===== config.mk =====
export PLATFORM = sky130hd
export DESIGN_NAME = uart_csr_bank
export DESIGN_NICKNAME = d
export VERILOG_FILES = /design/src/rtl/uart_csr_bank.sv
export SDC_FILE = /design/constraint.sdc
export NUM_CORES = 1
export LEC_CHECK = 0
export ABC_AREA = 1
export CELL_PAD_IN_SITES_DETAIL_PLACEMENT = 0
export CELL_PAD_IN_SITES_GLOBAL_PLACEMENT = 1
export CORE_MARGIN = 2
export CORE_UTILIZATION = 34
export CTS_CLUSTER_DIAMETER = 40
export CTS_CLUSTER_SIZE = 10
export DETAILED_ROUTE_END_ITERATION = 7
export PLACE_DENSITY = 0.84
export SYNTH_ARGS = -nofsm -noshare
export SYNTH_HDL_FRONTEND = slang
export SYNTH_SLANG_ARGS = --single-unit

===== constraint.sdc =====
create_clock -name clk -period 1.5 [get_ports clk]
set_clock_uncertainty 0.1 [all_clocks]
set_input_delay 0.375 -clock clk [delete_from_list [all_inputs] [get_ports clk]]
set_output_delay 0.375 -clock clk [all_outputs]
set_load 0.1 [all_outputs]

===== src/rtl/uart_csr_bank.sv =====
// uart_csr_bank: per-channel UART control/status register banks behind one
// memory-style access port. Each channel occupies a 0x20-byte window holding
// CTRL, BAUD, INT_EN, W1C INT_STAT, read-only STATUS and a write-only TXDATA
// register that strobes tx_wr. Reads return one cycle after the request.
module uart_csr_bank #(
  parameter int unsigned DATA_WIDTH = 32,
  parameter int unsigned ADDR_WIDTH = 16,
  parameter int unsigned STRB_WIDTH = 4,
  parameter int unsigned NUM_CH     = 4,
  parameter logic [15:0] BAUD_RST   = 16'd868
) (
  input  logic                    clk,
  input  logic                    rstn,
  input  logic                    cs,
  input  logic                    wen,
  input  logic [ADDR_WIDTH-1:0]   addr,
  input  logic [STRB_WIDTH-1:0]   strb,
  input  logic [DATA_WIDTH-1:0]   wdata,
  output logic [DATA_WIDTH-1:0]   rdata,
  output logic                    rvalid,
  output logic                    err,
  output logic [NUM_CH*8-1:0]     ctrl,
  output logic [NUM_CH*16-1:0]    baud,
  output logic [NUM_CH*8-1:0]     tx_data,
  output logic [NUM_CH-1:0]       tx_wr,
  input  logic [NUM_CH*8-1:0]     status,
  input  logic [NUM_CH*4-1:0]     ev,
  output logic [NUM_CH-1:0]       irq
);

  localparam int unsigned CH_W = ADDR_WIDTH - 5;

  localparam logic [2:0] OFF_CTRL     = 3'd0;
  localparam logic [2:0] OFF_BAUD     = 3'd1;
  localparam logic [2:0] OFF_INT_EN   = 3'd2;
  localparam logic [2:0] OFF_INT_STAT = 3'd3;
  localparam logic [2:0] OFF_STATUS   = 3'd4;
  localparam logic [2:0] OFF_TXDATA   = 3'd5;

  logic [7:0]            r_ctrl     [NUM_CH];
  logic [15:0]           r_baud     [NUM_CH];
  logic [3:0]            r_int_en   [NUM_CH];
  logic [3:0]            r_int_stat [NUM_CH];
  logic [7:0]            r_tx_data  [NUM_CH];
  logic [NUM_CH-1:0]     r_tx_wr;
  logic [NUM_CH-1:0]     r_irq;
  logic [DATA_WIDTH-1:0] r_rdata;
  logic                  r_rvalid;
  logic                  r_err;

  logic [CH_W-1:0]       w_ch;
  logic [2:0]            w_off;
  logic [NUM_CH-1:0]     w_sel;
  logic                  w_ch_ok;
  logic                  w_mapped;
  logic                  w_wr;
  logic                  w_rd;
  logic [3:0]            w_clr [NUM_CH];
  logic [DATA_WIDTH-1:0] w_rd_val;
  logic                  w_unused;

  assign w_ch     = addr[ADDR_WIDTH-1:5];
  assign w_off    = addr[4:2];
  assign w_ch_ok  = |w_sel;
  assign w_mapped = w_ch_ok && (w_off <= OFF_TXDATA);
  assign w_wr     = cs && wen && w_mapped;
  assign w_rd     = cs && !wen;

  // Bits that carry no register content: upper data lanes, upper strobes, byte offset.
  assign w_unused = ^{wdata[DATA_WIDTH-1:16], strb[STRB_WIDTH-1:2], addr[1:0]};

  // One-hot channel select; all-zero for a channel index beyond NUM_CH-1.
  always_comb begin
    w_sel = '0;
    for (int c = 0; c < NUM_CH; c++) begin
      w_sel[c] = (w_ch == CH_W'(c));
    end
  end

  // Per-channel W1C clear mask, only for a lane-0 write to INT_STAT.
  always_comb begin
    for (int c = 0; c < NUM_CH; c++) begin
      w_clr[c] = '0;
      if (w_wr && w_sel[c] && (w_off == OFF_INT_STAT) && strb[0]) begin
        w_clr[c] = wdata[3:0];
      end
    end
  end

  // Read mux; unimplemented bits, TXDATA and unmapped slots read as zero.
  always_comb begin
    w_rd_val = '0;
    for (int c = 0; c < NUM_CH; c++) begin
      if (w_sel[c]) begin
        case (w_off)
          OFF_CTRL:     w_rd_val = DATA_WIDTH'(r_ctrl[c]);
          OFF_BAUD:     w_rd_val = DATA_WIDTH'(r_baud[c]);
          OFF_INT_EN:   w_rd_val = DATA_WIDTH'(r_int_en[c]);
          OFF_INT_STAT: w_rd_val = DATA_WIDTH'(r_int_stat[c]);
          OFF_STATUS:   w_rd_val = DATA_WIDTH'(status[c*8 +: 8]);
          default:      w_rd_val = '0;
        endcase
      end
    end
  end

  // Channel register state, TX strobe and interrupt generation.
  always_ff @(posedge clk or negedge rstn) begin
    if (!rstn) begin
      for (int c = 0; c < NUM_CH; c++) begin
        r_ctrl[c]     <= '0;
        r_baud[c]     <= BAUD_RST;
        r_int_en[c]   <= '0;
        r_int_stat[c] <= '0;
        r_tx_data[c]  <= '0;
      end
      r_tx_wr <= '0;
      r_irq   <= '0;
    end else begin
      for (int c = 0; c < NUM_CH; c++) begin
        r_tx_wr[c]    <= 1'b0;
        r_irq[c]      <= |(r_int_stat[c] & r_int_en[c]);
        // Event set is applied after the clear so a coincident event wins.
        r_int_stat[c] <= (r_int_stat[c] & ~w_clr[c]) | ev[c*4 +: 4];
        if (w_wr && w_sel[c]) begin
          case (w_off)
            OFF_CTRL: begin
              if (strb[0]) r_ctrl[c] <= wdata[7:0];
            end
            OFF_BAUD: begin
              if (strb[0]) r_baud[c][7:0]  <= wdata[7:0];
              if (strb[1]) r_baud[c][15:8] <= wdata[15:8];
            end
            OFF_INT_EN: begin
              if (strb[0]) r_int_en[c] <= wdata[3:0];
            end
            OFF_TXDATA: begin
              if (strb[0]) begin
                r_tx_data[c] <= wdata[7:0];
                r_tx_wr[c]   <= 1'b1;
              end
            end
            default: ;
          endcase
        end
      end
    end
  end

  // Registered read response and unmapped-access flag.
  always_ff @(posedge clk or negedge rstn) begin
    if (!rstn) begin
      r_rvalid <= 1'b0;
      r_rdata  <= '0;
      r_err    <= 1'b0;
    end else begin
      r_rvalid <= w_rd;
      r_rdata  <= (w_rd && w_mapped) ? w_rd_val : '0;
      r_err    <= cs && !w_mapped;
    end
  end

  // Flatten per-channel registers onto the output buses.
  for (genvar g = 0; g < NUM_CH; g++) begin : g_out
    assign ctrl[g*8 +: 8]     = r_ctrl[g];
    assign baud[g*16 +: 16]   = r_baud[g];
    assign tx_data[g*8 +: 8]  = r_tx_data[g];
  end

  assign tx_wr  = r_tx_wr;
  assign irq    = r_irq;
  assign rdata  = r_rdata;
  assign rvalid = r_rvalid;
  assign err    = r_err;

endmodule


* After elaboration in Yosys (flattened, before gate mapping)
Index checks and enable logic that the tools add are counted.
Word-level totals: word-level logic and storage cells 120, flip-flop bits (word level) 202, input port bits 104, output and inout port bits 170
Operators by class: eq/ne operators 8, reductions and logical operators 47, mux-type cells 19, magnitude comparators 1, bitwise gates (word level) 16
Operators with widths (number):
- $pmux 16 s5 | 4
- $mux 32 | 4
- $reduce_and 3->1 | 20
- $and 4x4->4 | 8
- $eq 11x2->1 const B | 2
- $reduce_or 4->1 | 5
- $logic_and 1x1->1 | 18
- $mux 16 | 1
- $mux 4 | 4
- $not 4->4 | 4
- $or 4x4->4 | 4
- $eq 11x1->1 const B | 1
- $logic_not 11->1 | 1
- $eq 3x2->1 const B | 2
- $eq 3x3->1 const B | 2
- $mux 1 | 6
- $eq 3x1->1 const B | 1
- $le 3x3->1 const B | 1
- $logic_not 3->1 | 1
- $logic_not 1->1 | 2

* Depth between registers and ports, before layout
word-level depth 11, depth in mapped cells 13, mapped depth without buffers 13

* Worst setup path before layout
No wires, ideal clock.
path type input to register, start input addr[12], end register r_baud (netlist bit baud[30]), arrival time 1.676 ns, setup time 0.123 ns, required time 1.277 ns, cell stages on the path 13, path buffers 1, setup slack -0.399 ns, path through nor2_1 -> nand2_1 -> nor2_2 -> nand2_2 -> nand2_2 -> inv_2 -> nand2_8 -> nand4_4 -> inv_1 -> nand2_1 -> buf_6 -> nand2_1 -> o21ai_2
On the way: longest elaborated chain between the ends 6
Ends and longest elaborated chain:
- start: declaration | RTL line 16 | input logic [ADDR_WIDTH-1:0] addr,
- $eq 11x1->1, or another cell as far along | RTL line 76 | w_sel[c] = (w_ch == CH_W'(c));
- $reduce_or 4->1 | RTL line 64 | assign w_ch_ok = |w_sel;
- $logic_and 1x1->1 | RTL line 65 | assign w_mapped = w_ch_ok && (w_off <= OFF_TXDATA);
- $logic_and 1x1->1 | RTL line 66 | assign w_wr = cs && wen && w_mapped;
- $logic_and 1x1->1 (*) | RTL line 125 | if (w_wr && w_sel[c]) begin
- $reduce_and 3->1 (no source line) (*)
- end signal: indexed assignment | RTL line 131 | if (strb[0]) r_baud[c][7:0] <= wdata[7:0];
- end signal: indexed assignment | RTL line 132 | if (strb[1]) r_baud[c][15:8] <= wdata[15:8];
- end: declaration | RTL line 41 | logic [15:0] r_baud [NUM_CH];
Mark *: on every way between the ends. The rest lies on a longest branch, timed or not. A chain may end at the register's enable or synchronous reset.

* Worst setup path in the final report
start register r_baud (netlist bit baud[38]), end output baud[38]
RTL lines:
- end: declaration | RTL line 23 | output logic [NUM_CH*16-1:0] baud,
No word-level cell between the ends.

==> results by group <==
Drt
  • Drt pass-1 iters: 5
  • Vias: between 10,000 and 15,000
  • Number of remaining DRC errors: 0
  • Routed WL per cell: 22.5 µm
  • Drt total wl: around 42 mm
  • Vias/cell: approximately 5.4
  • Initial DRC count: ~1,100
  • Antenna Violating Nets Remaining: 0

Floorplan
  • DIE HEIGHT: ~160 µm
  • Std-Cell Rows: 58
  • Core Area: 25,200 µm²
  • Die width: 164 µm
  • Starting Density: around a third
  • I/O Pins: 274
  • Die area: roughly 27,000 µm²

GRT
  • Initial antenna violation count: 0
  • GRT overflow: 0
  • Tot GR Track Use: 27.9%
  • Number of global-route vias before repair: roughly 10,000
  • Largest net degree at the start of global routing: 37
  • First-pass GRT wire length: between 50 and 60 mm

Run
  • Max Cap Violations: 0

Cells and area
  • Nets: around 1,600
  • Post-Layout Cell Count: between 1,500 and 2,000
  • Most frequent cells in the layout: buf_4 (206), buf_12 (198), nand2_1 (146)
  • Area grow syn2layout: 110%
  • N_diodes: 0
  • Fillcell total: 1,535
  • Share of layout cells above drive strength 1: between 60% and 70%
  • Commonest non-fill, non-tap cell in the layout: buf_4

STA
  • Final setup vio count: 306
  • Final hold violations: 0
  • RSZ-0062 raised after global routing: true
  • Min setup slack post-route: -0.274 ns
  • Minimum clock period: ~1.8 ns
  • Post-route clock period utilization: 118%
  • F_max: roughly 560 MHz
  • Slew Viols, Final: 0
  • Setup TNS: -23.46 ns

Power and ir drop
  • P_sw: roughly 3.2 mW
  • Leakage power: about 8 nW
  • Seq pwr share: 45.8%
  • Max VDD drop: 0.000520 V
  • Net Sw Frac: 29.2%
  • Design internal power: roughly 7.8 mW
  • Combinational share of power: a little under an eighth
  • Power per cell area: around 600 nW/µm²
  • Clock power frac: roughly 42%

Outcome
  • Violated checks: negative setup slack
  • Status: complete, but fails checks

Synth
  • Simple-Gate Fraction of Synth Area: around a quarter
  • Share of the synthesized area in the top cell type: a little under half
  • Mapped Avg Cell Area: slightly below 9 µm²
  • Synth Instances: about 1,000
  • Post-Synth Adder-Cell Area: 0%
  • Mapped cell area: 8740 µm²
  • Yosys reg bits: roughly 190
  • Largest cells by area after synthesis: dfrtp_1 (48%), nand2_1 (13%), dfstp_2 (6.0%)
  • Synth warn: 0
  • Post-synthesis mux area share: 0%
  • Main combinational cell family by area after synthesis: simple AND/OR/NAND/NOR gates
  • Synth Area in XOR/XNOR: 0%
  • Distinct cells, synth: 42
  • Compound-gate portion of the synthesized area: roughly 15%
  • Register area share after synthesis: between 50% and 60%
  • Area leader, netlist: dfrtp_1

Clock tree
  • CTS H-tree lvls: 4
  • Clk_lat worst skew: between 0.4 and 0.5 ns
  • CTS Buf Count: 17
  • CTS Sinks: 186
  • Max Buffers Root-to-Sink: 2
  • CTS tree: done
  • Clk pin slew, worst setup/hold paths: around 0.09 ns
  • Clk root buf: clkbuf_16

Place
  • GP Congestion: 0.856
  • Placed Cells incl. Taps: ~1,600
  • HPWL after DPL: ~24 mm
  • Port bufs: roughly 240

Worst setup path
  • WS Path Type: reg -> out
  • CP Max Fanout: 2
  • Startpoint types: flop
  • Worst endpoint required time: a little over 1 ns
  • CP Capture Type: output pin
  • Worst EP arrival: about 1.3 ns

Hold path
  • HP Class: in -> reg
## worst max-delay path, cell delays in order (launching register included)
cell	delay, ns
dfstp_2	0.57
buf_6	0.12
buf_12	0.16
## power by group through the flow
stage	logic [mW]	registers, mW	clock network [mW]
2_1_floorplan	0.411	5.14	0
3_3_place_gp	1.05	5.11	0
3_5_place_dp	1.05	5.11	0
4_1_cts	1.16	5.02	4.59
5_1_grt	1.35	5.02	4.87
6_report	1.29	5.02	4.65
## timing repair
item / CTS / global route
setup buffers: 119 / 70
gates resized for setup: 298 / 340
hold buffers: 1 / 0
pin swaps: 55 / 86
hold endpoints to repair: 19 / 0
endpoints found under the setup margin: 325 / 330
cloned: 13 / 6
## metrics by stage
step	setup slack (ns)	utilization, %	total power, mW	area [µm²]	hold WS [ns]
detailed placement	-1.07	55.7	6.17	14000	0.233
floorplan	-0.372	-	5.55	8960	-0.0206
global route	-0.294	72.8	11.2	18300	0.230
CTS	-0.246	65.4	10.8	16500	0.177
finish	-0.274	72.8	11.0	18300	0.216
global placement	-0.967	55.7	6.16	14000	0.233
## sequential cells by signal (all words and copies together) (netlist names)
| signal | count |
|---|---|
| r_int_en | 16 |
| irq | 4 |
| baud | 64 |
| rdata | 16 |
| tx_data | 32 |
| err | 1 |
| tx_wr | 4 |
| r_int_stat | 16 |
| rvalid | 1 |
| ctrl | 32 |
## final timing paths
kind	start	slack, ns	cells after the start	to
max in group asynchronous	rstn	0.37	3	baud[18]
worst min-delay path	wen	0.22	2	rvalid
worst max register to register	ctrl[2]	-0.13	8	rdata[2]
worst min register to register	r_int_stat[15]	0.39	2	r_int_stat[15]
worst max-delay path	baud[38]	-0.27	2	baud[38]
min in group asynchronous	rstn	0.32	2	rdata[8]
## metal layers
layer	vias up	share of wire, %	wire length (µm)	global-route usage [%]
li1	4341	-	-	-
met1	5104	38	15800	35.5
met2	615	49	20800	45.8
met3	121	8.8	3690	6.67
met4	0	4.2	1760	11.2
met5	-	0	0	0
## area by class of cell
cell class	count	area (µm²)	area share, %
Tap cell	330	413	2.25
Clock inverter	15	176	0.963
Sequential cell	186	4720	25.8
Inverter	85	425	2.32
Clock buffer	17	425	2.32
Timing Repair Buffer	532	6870	37.5
Timing Repair inverter	1	7.51	0.0410
Multi-Input combinational cell	707	5280	28.8
## cells in the mapped netlist, drive strengths merged
cell type	count
nor3	10
o221ai	1
nand3	49
nand2	333
o2111ai	1
and2	1
a22oi	1
nor2	40
o21a	1
buf	39
o21ai	175
a41oi	1
a221oi	2
clkinv	6
a221o	1
clkbuf	18
o22ai	3
nand4	16
a21oi	31
dfrtp	166
dfstp	20
o211ai	3
and3	1
a31oi	1
inv	79
a22o	4
conb	1
## logic make-up (layout without fill, tap and decap cells)
family / count (synthesis) / count (layout)
AOI/OAI and AO/OA: 225 / 225
buffers and inverters: 142 / 650
DFF: 186 / 186
other: 1 / 16
and+or+nand+nor: 450 / 466
(Power assumes the default switching activity.)
